**src/rtl/hub75_pkg.sv**
```systemverilog
// Shared types and constants for the HUB75 column driver.
//   pixel_t     : one RGB pixel, [8:6]=R, [5:3]=G, [2:0]=B
//   state_t     : scan FSM states (exported on the debug port)
//   plane_bits  : {R,G,B} bit of a given BCM plane from one pixel
package hub75_pkg;

  localparam int RGB_RES    = 9;
  localparam int NUM_PLANES = RGB_RES / 3;

  // Least significant bit of each colour channel inside a pixel.
  localparam int R_LSB = 6;
  localparam int G_LSB = 3;
  localparam int B_LSB = 0;

  typedef logic [RGB_RES-1:0] pixel_t;

  typedef enum logic [2:0] {
    IDLE,
    FETCH,
    SHIFT,
    LATCH,
    DISPLAY
  } state_t;

  // Shifting the whole pixel right by the plane index lines up bit `plane`
  // of every channel with that channel's LSB.
  function automatic logic [2:0] plane_bits(input pixel_t px, input logic [1:0] plane);
    pixel_t sh;
    sh = px >> plane;
    return {sh[R_LSB], sh[G_LSB], sh[B_LSB]};
  endfunction

endpackage

```
**src/rtl/hub75_oe_timer.sv**
```systemverilog
// BCM display-slot timer. A load pulse starts a slot of BASE_TICKS<<plane
// clocks beginning on the following cycle; oe_n_o is low for the lit part
// of the slot and done_o flags the last clock of the slot.
//   clk_i, rst_n_i : clock, asynchronous active-low reset
//   load_i         : start a slot (one-cycle pulse)
//   plane_i        : BCM plane index 0..2, selects slot length
//   brightness_i   : lit fraction (brightness_i+1)/8 of the slot; 7 = full slot
//   oe_n_o         : registered panel output enable, active low
//   done_o         : high during the last clock of the slot
module hub75_oe_timer #(
  parameter int BASE_TICKS = 8,
  parameter int TW         = $clog2((BASE_TICKS << 2) + 1)
) (
  input  logic       clk_i,
  input  logic       rst_n_i,
  input  logic       load_i,
  input  logic [1:0] plane_i,
  input  logic [2:0] brightness_i,
  output logic       oe_n_o,
  output logic       done_o
);

  logic [TW-1:0] cnt_q;
  logic [TW-1:0] len_q;
  logic [TW-1:0] on_q;
  logic          active_q;
  logic          oe_n_q;
  logic [TW-1:0] cnt_d;
  logic          last_tick;

  function automatic logic [TW-1:0] slot_len(input logic [1:0] plane);
    return TW'(32'(BASE_TICKS) << plane);
  endfunction

  // Product is formed at 32 bits before the divide-by-8 so nothing wraps.
  function automatic logic [TW-1:0] lit_len(input logic [1:0] plane, input logic [2:0] br);
    int unsigned t;
    t = ((32'(BASE_TICKS) << plane) * (32'(br) + 32'd1)) >> 3;
    return TW'(t);
  endfunction

  assign cnt_d     = cnt_q + 1'b1;
  assign last_tick = (cnt_q == len_q - 1'b1);
  assign done_o    = active_q && last_tick;
  assign oe_n_o    = oe_n_q;

  always_ff @(posedge clk_i or negedge rst_n_i) begin
    if (!rst_n_i) begin
      cnt_q    <= '0;
      len_q    <= '0;
      on_q     <= '0;
      active_q <= 1'b0;
      oe_n_q   <= 1'b1;
    end else if (load_i) begin
      cnt_q    <= '0;
      len_q    <= slot_len(plane_i);
      on_q     <= lit_len(plane_i, brightness_i);
      active_q <= 1'b1;
      oe_n_q   <= (lit_len(plane_i, brightness_i) == '0);
    end else if (active_q) begin
      if (last_tick) begin
        cnt_q    <= '0;
        active_q <= 1'b0;
        oe_n_q   <= 1'b1;
      end else begin
        cnt_q  <= cnt_d;
        // Stay lit while the upcoming tick index is inside the lit window.
        oe_n_q <= !(cnt_d < on_q);
      end
    end
  end

endmodule

```
**src/rtl/hub75_column_driver.sv**
```systemverilog
// HUB75 column driver: scans every column address of the current rotational
// slice, fetches the column pair from the frame source and shifts it to the
// panel as three BCM planes (shift, latch, display per plane).
// Optional feature macro: HUB75_DIM_EN adds brightness_in, which shortens the
// lit part of each display slot without changing slot length.
//   clk_in, rst_n_in   : clock, asynchronous active-low reset
//   dtheta_in          : current rotational slice
//   dtheta_out         : slice presented to the source, held for a frame
//   column_index_out   : column address presented to the source
//   columns_in         : column pair returned by the source (combinational)
//   rgb1_out, rgb2_out : {R,G,B} plane bits, upper / lower half
//   panel_clk_out      : panel shift clock
//   latch_out          : panel latch strobe
//   oe_n_out           : panel output enable, active low
//   addr_out           : panel scan address
//   frame_done_out     : one-cycle pulse after the last slot of a frame
//   brightness_in      : (HUB75_DIM_EN only) lit fraction, sampled per address
//   dbg_state_out      : current FSM state
// Source interface: there is no valid/ready pair. The source is a pure
// lookup: columns_in must reflect column_index_out/dtheta_out within the
// same cycle, and the driver samples it on the second FETCH cycle.
module hub75_column_driver
  import hub75_pkg::*;
#(
  parameter int SCAN_RATE      = 32,
  parameter int NUM_ROWS       = 64,
  parameter int ROTATIONAL_RES = 256,
  parameter int BASE_TICKS     = 8
) (
  input  logic                              clk_in,
  input  logic                              rst_n_in,
  input  logic [$clog2(ROTATIONAL_RES)-1:0] dtheta_in,
  output logic [$clog2(ROTATIONAL_RES)-1:0] dtheta_out,
  output logic [$clog2(SCAN_RATE)-1:0]      column_index_out,
  input  pixel_t [1:0][NUM_ROWS-1:0]        columns_in,
  output logic [2:0]                        rgb1_out,
  output logic [2:0]                        rgb2_out,
  output logic                              panel_clk_out,
  output logic                              latch_out,
  output logic                              oe_n_out,
  output logic [$clog2(SCAN_RATE)-1:0]      addr_out,
  output logic                              frame_done_out,
`ifdef HUB75_DIM_EN
  input  logic [2:0]                        brightness_in,
`endif
  output state_t                            dbg_state_out
);

  localparam int AW = $clog2(SCAN_RATE);
  localparam int PW = $clog2(NUM_ROWS);
  localparam int DW = $clog2(ROTATIONAL_RES);
  localparam logic [AW-1:0] A_LAST = AW'(SCAN_RATE - 1);
  localparam logic [PW-1:0] P_LAST = PW'(NUM_ROWS - 1);
  localparam logic [1:0]    B_LAST = 2'(NUM_PLANES - 1);

  state_t                    state_q;
  logic                      ph_q;        // cycle within a FETCH or SHIFT step
  logic                      first_q;     // forces a frame after reset
  logic [DW-1:0]             last_dth_q;
  logic [DW-1:0]             dtheta_q;
  logic [AW-1:0]             col_q;
  logic [AW-1:0]             a_q;
  logic [AW-1:0]             addr_q;
  logic [PW-1:0]             p_q;
  logic [1:0]                b_q;
  logic [2:0]                rgb1_q;
  logic [2:0]                rgb2_q;
  logic                      pclk_q;
  logic                      latch_q;
  logic                      done_q;
  pixel_t [1:0][NUM_ROWS-1:0] shadow_q;

  logic [AW-1:0] a_d;
  logic [PW-1:0] p_d;
  logic [1:0]    b_d;
  logic [2:0]    bright;
  logic          slot_done;

  assign a_d = a_q + 1'b1;
  assign p_d = p_q + 1'b1;
  assign b_d = b_q + 1'b1;

`ifdef HUB75_DIM_EN
  logic [2:0] bright_q;
  assign bright = bright_q;
`else
  assign bright = 3'd7;
`endif

  // Shadow copy keeps the shift data stable even if the source moves on.
  always_ff @(posedge clk_in) begin
    if (state_q == FETCH && ph_q) shadow_q <= columns_in;
  end

  always_ff @(posedge clk_in or negedge rst_n_in) begin
    if (!rst_n_in) begin
      state_q    <= IDLE;
      ph_q       <= 1'b0;
      first_q    <= 1'b1;
      last_dth_q <= '0;
      dtheta_q   <= '0;
      col_q      <= '0;
      a_q        <= '0;
      addr_q     <= '0;
      p_q        <= '0;
      b_q        <= '0;
      rgb1_q     <= '0;
      rgb2_q     <= '0;
      pclk_q     <= 1'b0;
      latch_q    <= 1'b0;
      done_q     <= 1'b0;
`ifdef HUB75_DIM_EN
      bright_q   <= '0;
`endif
    end else begin
      latch_q <= 1'b0;
      done_q  <= 1'b0;
      case (state_q)
        IDLE: begin
          if (first_q || dtheta_in != last_dth_q) begin
            first_q    <= 1'b0;
            last_dth_q <= dtheta_in;
            dtheta_q   <= dtheta_in;
            a_q        <= '0;
            col_q      <= '0;
            ph_q       <= 1'b0;
            state_q    <= FETCH;
          end
        end
        FETCH: begin
          if (!ph_q) begin
            ph_q <= 1'b1;
          end else begin
            // OE is high here, so the scan address may move.
            ph_q    <= 1'b0;
            addr_q  <= a_q;
            b_q     <= '0;
            p_q     <= '0;
            pclk_q  <= 1'b0;
            // Shadow loads this same edge, so take pixel 0 from the source.
            rgb1_q  <= plane_bits(columns_in[0][0], 2'd0);
            rgb2_q  <= plane_bits(columns_in[1][0], 2'd0);
`ifdef HUB75_DIM_EN
            bright_q <= brightness_in;
`endif
            state_q <= SHIFT;
          end
        end
        SHIFT: begin
          if (!ph_q) begin
            pclk_q <= 1'b1;
            ph_q   <= 1'b1;
          end else begin
            pclk_q <= 1'b0;
            ph_q   <= 1'b0;
            if (p_q == P_LAST) begin
              rgb1_q  <= '0;
              rgb2_q  <= '0;
              latch_q <= 1'b1;
              state_q <= LATCH;
            end else begin
              p_q    <= p_d;
              rgb1_q <= plane_bits(shadow_q[0][p_d], b_q);
              rgb2_q <= plane_bits(shadow_q[1][p_d], b_q);
            end
          end
        end
        LATCH: begin
          state_q <= DISPLAY;
        end
        DISPLAY: begin
          if (slot_done) begin
            if (b_q != B_LAST) begin
              b_q     <= b_d;
              p_q     <= '0;
              rgb1_q  <= plane_bits(shadow_q[0][0], b_d);
              rgb2_q  <= plane_bits(shadow_q[1][0], b_d);
              state_q <= SHIFT;
            end else if (a_q == A_LAST) begin
              done_q  <= 1'b1;
              state_q <= IDLE;
            end else begin
              a_q     <= a_d;
              col_q   <= a_d;
              state_q <= FETCH;
            end
          end
        end
        default: state_q <= IDLE;
      endcase
    end
  end

  hub75_oe_timer #(
    .BASE_TICKS(BASE_TICKS)
  ) u_oe_timer (
    .clk_i       (clk_in),
    .rst_n_i     (rst_n_in),
    .load_i      (state_q == LATCH),
    .plane_i     (b_q),
    .brightness_i(bright),
    .oe_n_o      (oe_n_out),
    .done_o      (slot_done)
  );

  assign dtheta_out       = dtheta_q;
  assign column_index_out = col_q;
  assign rgb1_out         = rgb1_q;
  assign rgb2_out         = rgb2_q;
  assign panel_clk_out    = pclk_q;
  assign latch_out        = latch_q;
  assign addr_out         = addr_q;
  assign frame_done_out   = done_q;
  assign dbg_state_out    = state_q;

endmodule

```
**config.mk**
```make
export PLATFORM = sky130hd
export DESIGN_NAME = hub75_column_driver
export DESIGN_NICKNAME = d
export VERILOG_FILES = /design/src/rtl/hub75_pkg.sv /design/src/rtl/hub75_oe_timer.sv /design/src/rtl/hub75_column_driver.sv
export SDC_FILE = /design/constraint.sdc
export NUM_CORES = 1
export LEC_CHECK = 0
export ABC_AREA = 1
export CAP_MARGIN = 0
export CORE_AREA = 5 5 465 467
export DETAILED_ROUTE_END_ITERATION = 16
export DIE_AREA = 0 0 470 472
export PLACE_DENSITY_LB_ADDON = 0.2
export RECOVER_POWER = 100
export SYNTH_ARGS = -nofsm -noshare
export SYNTH_HDL_FRONTEND = slang
export SYNTH_SLANG_ARGS = --single-unit
```
**constraint.sdc**
```tcl
create_clock -name clk_in -period 83.7 [get_ports clk_in]
set_input_delay 16.74 -clock clk_in [delete_from_list [all_inputs] [get_ports clk_in]]
set_output_delay 16.74 -clock clk_in [all_outputs]
set_load 0.01 [all_outputs]
```
==> flow_metrics.env, run 1 <==
export IMPL_fp_dieArea_sq_um=222000
export IMPL_chipWidth_um=470
export IMPL_viasPerCell=4.52
export IMPL_drc=0
export IMPL_gp_congestion=0.862
export IMPL_rsz0062_at_grt="false"
export IMPL_initial_utilization_pct=23.7
export IMPL_fin_worst_skew_ns=0.0378
export IMPL_cts_path_max_buffers=3
export IMPL_fin_setup_tns_ns=0
export IMPL_cts_tree="done"
export IMPL_grt_use_total_pct=19.8
export IMPL_synth_top_area_cell="edfxtp_1"
export IMPL_hp_class="reg2reg"
export IMPL_syn_inst=4398
export IMPL_tightestPinTransition_ns=9.60
export IMPL_grt_overflow=0
export IMPL_postSynthAreaPerCell_sq_um=11.4
export IMPL_drtIter0Drc=3516
export IMPL_routed_wl_um=229000
export IMPL_placedCellCount=8210
export IMPL_n_fill_cell=21489
export IMPL_dieHeight_um=472
export IMPL_grt_pass1_vias=37760
export IMPL_cts_buffers=146
export IMPL_clock_sinks=1203
export IMPL_critical_path_top_delay_family="buffers and inverters"
export IMPL_grt_pass1_wl_um=308000
export IMPL_path_clk_slew_ns=0.06
export IMPL_vias=38808
export IMPL_synth_nets=5572
export IMPL_p_leak_nw=25.4
export IMPL_status="finished with violations"
export IMPL_cp_buffers_inverters=2
export IMPL_violations="max-capacitance violations, max-slew violations"
export IMPL_htree_levels=4
export IMPL_syn_area_sq_um=50000
export IMPL_seq_area_frac_synth_pct=71.8
export IMPL_routedWlPerCell_um=26.6
export IMPL_crit_chain="buf_2 -> clkbuf_1"
export IMPL_wl_met1_um=94600
export IMPL_layout_min_cycle_time_ns=18.85
export IMPL_top_layer="met5"
export IMPL_hpwl_um=167000
export IMPL_powerDensity_nw_per_um2=18.9
export IMPL_finalHoldViolCount=0
export IMPL_synth_warnings=0
export IMPL_postCtsSetupBuffers=0
export IMPL_timing_fmax_mhz=53.1
export IMPL_ios=1193
export IMPL_start_kind="input port"
export IMPL_synth_top_cell_area_share_pct=69.2
export IMPL_cap_violations=21
export IMPL_crit_path_max_incr_delay_ns=2.16
export IMPL_drv_slew=1507
export IMPL_regToRegSetupSlack_ns=70.36
export IMPL_cp_required_ns=83.90
export IMPL_place_ws_ns=64.51
export IMPL_critPathMaxFanout=51
export IMPL_cp_arrival_ns=19.05
export IMPL_finalNonFillerCells=8593
export IMPL_cts_hold_buffers=0
export IMPL_rows=169
export IMPL_grt_max_degree=182
export IMPL_design_area_sq_um=69500
export IMPL_ys_ff_latch=1203
export IMPL_synthTopCellsByArea="edfxtp_1 (69%), nand2_1 (7.6%), nand3_1 (6.4%), nor2_1 (3.5%), o21ai_0 (3.0%)"
export IMPL_area_growth_pct=39.2
export IMPL_nNetsFinal=6711
export IMPL_antenna_found_initial=403
export IMPL_relSlewSlack_pct=-540
export IMPL_wl_met2_um=107000
export IMPL_cts_root_buf="clkbuf_16"
export IMPL_ir_worst_vdd_mv=0.0198
export IMPL_port_buffers=1192
export IMPL_finalPower_mw=1.32
export IMPL_core_sq_um=211000
export IMPL_criticalPathCategory="in2async"
export IMPL_ant_nets=0
export IMPL_setup_slack_ns=64.85
export IMPL_ys_types=38
export IMPL_final_layout_size_suffix_gt1_share_pct=4.32
export IMPL_insertion_delay_ns=0.82
export IMPL_post_cts_resized=0
export IMPL_setup_violations=0
export IMPL_firstDrtPassIters=6
export IMPL_setup_worst_path_end_class="asynchronous set/reset pin"
export IMPL_wl_met3_um=18400
export IMPL_critPathSlowestCell="clkbuf_1"
export IMPL_dpl_instance_area_sq_um=64800
export IMPL_period_share_pct=22.5
[worst min-delay path: stages, from the launching register on]
cell and delay [ns]:
dfstp_2 0.37, inv_1 0.04, nor2_1 0.04
[layout by cell type, fill, tap and decap left out, types with 3 or more instances in the layout]
cell type        count
a21oi_1             52
buf_12               6
buf_4               28
bufinv_16            4
clkbuf_1            60
clkbuf_16          148
clkdlybuf4s50_1      6
clkinv_1            38
clkinv_16            7
clkinv_2            15
dfrtp_1             49
diode_2            123
dlygate4sd3_1     1185
edfxtp_1          1152
ha_1                12
inv_1              317
inv_16               3
nand2_1           1014
nand3_1            634
nand4_1              3
nor2_1             459
nor3_1              11
o211ai_1            78
o21ai_0            305
o22ai_1              9
or2_2               10
xnor2_1              3
xor2_1               7
xor2_4               3
[state kept, by name, indices dropped and copies added (netlist names)]
signal and count:
dtheta_out 8, u_oe_timer.active_q 1, u_oe_timer.cnt_q 6, b_q 2, latch_out 1, rgb1_out 3
first_q 1, u_oe_timer.len_q 3, rgb2_out 3, a_q 5, panel_clk_out 1, p_q 6
dbg_state_out 3, addr_out 5, ph_q 1, u_oe_timer.oe_n_o 1, shadow_q 1152, frame_done_out 1
[cell usage after synthesis]
| library cell | count |
|---|---|
| edfxtp_1 | 1152 |
| nand2_1 | 1015 |
| nand3_1 | 634 |
| nor2_1 | 460 |
| inv_1 | 317 |
| o21ai_0 | 304 |
| buf_2 | 105 |
| clkbuf_1 | 97 |
| o211ai_1 | 78 |
| a21oi_1 | 52 |
| dfrtp_1 | 49 |
| buf_4 | 25 |
| buf_1 | 23 |
| ha_1 | 12 |
| nor3_1 | 11 |
| or2_2 | 10 |
| o22ai_1 | 9 |
| xor2_1 | 9 |
| buf_6 | 4 |
| clkinv_1 | 4 |
| inv_2 | 3 |
| nand4_1 | 3 |
| o21ai_1 | 3 |
| xnor2_1 | 3 |
| dfstp_2 | 2 |
| nor3b_1 | 2 |
| a2111oi_0 | 1 |
| a21boi_0 | 1 |
| a31oi_1 | 1 |
| mux2i_1 | 1 |
| nor2_2 | 1 |
| nor2_4 | 1 |
| nor3_2 | 1 |
| nor4_1 | 1 |
| o21a_1 | 1 |
| or2_1 | 1 |
| xnor2_2 | 1 |
| xor2_2 | 1 |
[worst paths after layout]
| kind | start | end | cells past startpoint |
|---|---|---|---|
| min in group asynchronous | rst_n_in | addr_out[0] | 2 |
| setup reg to reg | dbg_state_out[2] | shadow_q[1085] | 6 |
| hold / removal | first_q | first_q | 2 |
| setup / recovery | rst_n_in | p_q[1] | 2 |
| hold reg to reg | first_q | first_q | 2 |
| max in group clk_in | u_oe_timer.oe_n_o | oe_n_out | 1 |
[cells by family (layout without fill, tap and decap cells)]
kind of cell	Yosys count	in the layout	synth area share, %
DFF	1203	1203	71.8
xor gates and xnor gates	14	14	0.275
buffers and inverters	578	1829	4.85
and+or+nand+nor	2140	2140	17.8
AOI/OAI and AO/OA	450	450	4.94
adders and majority gates	12	12	0.300
muxes	1	1	0.0200
other	0	123	0
[where the power goes]
group	leakage (nW)	switching [mW]	internal, mW
clock network	2.18	0.269	0.342
registers	11.0	0	0.659
logic	12.2	0.0110	0.0362
total	25.4	0.280	1.04
[routing by layer]
metal | vias to the layer above | GRT usage (%)
li1 | 17610 | -
met1 | 18528 | 24.9
met2 | 1844 | 32.7
met3 | 718 | 6.29
met4 | 108 | 5.61
met5 | - | 0
[area by class of cell]
cell class / instances / area [sq um] / share of cell area [%]
sequential: 1203 / 35900 / 51.6
timing repair buffer: 1245 / 12300 / 17.7
multi-input combinational: 2617 / 11700 / 16.9
clock buffer: 190 / 3870 / 5.57
inverter: 324 / 1230 / 1.78
antenna: 123 / 308 / 0.443
tap: 2821 / 3530 / 5.08
clock inverter: 70 / 654 / 0.941
[per-stage QoR]
step                hold slack, ns  util, %
floorplan                    0.424        -
global placement             0.437     30.7
detailed placement           0.438     30.7
CTS                          0.447     32.8
global route                 0.465     32.8
finish                       0.446     32.9
(Power assumes the default switching activity.)
==> run 2, diff against run 1 <==
==> constraint.sdc (replaced) <==
create_clock -name clk_in -period 19.1 [get_ports clk_in]
set_input_delay 3.82 -clock clk_in [delete_from_list [all_inputs] [get_ports clk_in]]
set_output_delay 3.82 -clock clk_in [all_outputs]
set_load 0.01 [all_outputs]
==> flow_metrics.env, run 2 (synthesis gave the netlist of run 1 again) <==
export IMPL_wl_met1_um=95100
export IMPL_setup_violations=0
export IMPL_firstDrtPassIters=5
export IMPL_worst_path_most_repeated_cell="clkbuf_1"
export IMPL_p_leak_nw=25.5
export IMPL_finalPower_mw=5.88
export IMPL_clock_sinks=1203
export IMPL_postCtsSetupBuffers=0
export IMPL_critical_path_top_delay_family="buffers and inverters"
export IMPL_core_sq_um=211000
export IMPL_powerDensity_nw_per_um2=84.1
export IMPL_whs_path_depth=2
export IMPL_relSlewSlack_pct=-185
export IMPL_grt_overflow=0
export IMPL_ant_nets=0
export IMPL_insertion_delay_ns=0.78
export IMPL_placedCellCount=8215
export IMPL_fin_worst_skew_ns=0.0550
export IMPL_layout_min_cycle_time_ns=11.43
export IMPL_post_cts_resized=0
export IMPL_rr_worst_depth=8
export IMPL_status="finished with violations"
export IMPL_ir_worst_vdd_mv=0.0816
export IMPL_cap_violations=15
export IMPL_routed_wl_um=233000
export IMPL_regMostFlops="shadow_q"
export IMPL_fp_dieArea_sq_um=222000
export IMPL_criticalPathCategory="reg2reg"
export IMPL_drv_slew=950
export IMPL_hpwl_um=171000
export IMPL_cts_tree="done"
export IMPL_finalNonFillerCells=8628
export IMPL_chipWidth_um=470
export IMPL_wl_met2_um=109000
export IMPL_nNetsFinal=6719
export IMPL_tightestPinTransition_ns=4.27
export IMPL_worstHoldStart="first_q"
export IMPL_violations="max-capacitance violations, max-slew violations"
export IMPL_cts_root_buf="clkbuf_16"
export IMPL_cts_hold_buffers=0
export IMPL_mostFrequentLayoutCell="dlygate4sd3_1"
export IMPL_critPathSlowestCell="clkbuf_1"
export IMPL_regToRegSetupSlack_ns=7.67
export IMPL_htree_levels=4
export IMPL_dieHeight_um=472
export IMPL_initial_utilization_pct=23.7
export IMPL_path_clk_slew_ns=0.06
export IMPL_r2r_start="dbg_state_out[2]"
export IMPL_grt_pass1_vias=37634
export IMPL_setup_worst_path_end_class="register"
export IMPL_grt_max_degree=179
export IMPL_crit_path_max_incr_delay_ns=2.94
export IMPL_port_buffers=1192
export IMPL_grt_pass1_wl_um=313000
export IMPL_area_growth_pct=39.8
export IMPL_timing_fmax_mhz=87.5
export IMPL_antenna_found_initial=402
export IMPL_rows=169
export IMPL_hp_class="reg2reg"
export IMPL_rsz0062_at_grt="false"
export IMPL_drc=0
export IMPL_period_share_pct=59.8
export IMPL_crit_chain="nor3_1 -> clkinv_1 -> nor2_1 -> clkbuf_1 -> clkbuf_1 -> clkbuf_1 -> buf_4 -> buf_4"
export IMPL_gp_congestion=0.862
export IMPL_finalHoldViolCount=0
export IMPL_routedWlPerCell_um=27.0
export IMPL_final_layout_size_suffix_gt1_share_pct=4.82
export IMPL_critPathMaxFanout=74
export IMPL_holdPathEnd="first_q"
export IMPL_ios=1193
export IMPL_grt_use_total_pct=20.1
export IMPL_cp_buffers_inverters=6
export IMPL_cp_arrival_ns=11.83
export IMPL_layout_common_cells="dlygate4sd3_1 (1,185), edfxtp_1 (1,152), nand2_1 (1,014), nand3_1 (634), nor2_1 (461)"
export IMPL_r2r_end="shadow_q[536]"
export IMPL_viasPerCell=4.52
export IMPL_cts_path_max_buffers=3
export IMPL_cp_required_ns=19.49
export IMPL_start_kind="register"
export IMPL_vias=38957
export IMPL_largest_reg_flops=1152
export IMPL_n_fill_cell=21467
export IMPL_wl_met3_um=20000
export IMPL_drtIter0Drc=3638
export IMPL_top_layer="met5"
export IMPL_cts_buffers=149
==> run 2: how the worst max path moves through the flow <==
stage          slack (ns)  depth (start not counted)               end             start
2_1_floorplan       -3.58                          6       addr_out[0]  dbg_state_out[2]
3_3_place_gp        12.72                         10     dtheta_out[1]      dtheta_in[7]
3_5_place_dp        12.73                         10     dtheta_out[1]      dtheta_in[7]
4_1_cts             13.23                          1  dbg_state_out[2]  dbg_state_out[2]
5_1_grt              6.63                          8     shadow_q[572]  dbg_state_out[2]
6_report             7.67                          8     shadow_q[536]  dbg_state_out[2]
==> run 2: cell type report <==
type                    count  area, sq um  share of cell area (%)
diodes                    147          368                   0.527
clock buffers             187         3880                    5.56
clock inverters            79          880                    1.26
inverters                 324         1230                    1.76
multi-input cells        2617        11700                    16.8
flip-flops and latches   1203        35900                    51.3
well taps                2821         3530                    5.05
repair buffers           1250        12400                    17.7
==> run 2: stage by stage <==
step / TNS, ns / setup WS (ns) / utilization (%) / instance area, sq um / hold WS, ns
6_report: 0 / 7.67 / 33.1 / 69900 / 0.449
5_1_grt: 0 / 6.63 / 33.0 / 69700 / 0.471
4_1_cts: 0 / 13.23 / 32.9 / 69600 / 0.449
3_5_place_dp: 0 / 12.73 / 30.7 / 64800 / 0.441
3_3_place_gp: 0 / 12.72 / 30.7 / 64800 / 0.440
2_1_floorplan: -17.78 / -3.58 / - / 50000 / 0.424
==> run 2: tightest hold or removal path: cells and delay by family (launching register included) <==
family,cells,cell delay [ns]
flops,1,0.37
simple gates,1,0.04
buf+inv,1,0.04
==> run 2: per-layer routing <==
metal  global-route usage (%)  vias up
li1                         -    17638
met1                     25.4    18570
met5                        0        -
met3                     6.38      699
met2                     32.9     1938
met4                     6.30      112
==> run 2: power breakdown <==
group	internal [mW]	switching [mW]
Clock	1.57	1.21
Combinational	0.159	0.0531
Sequential	2.89	0
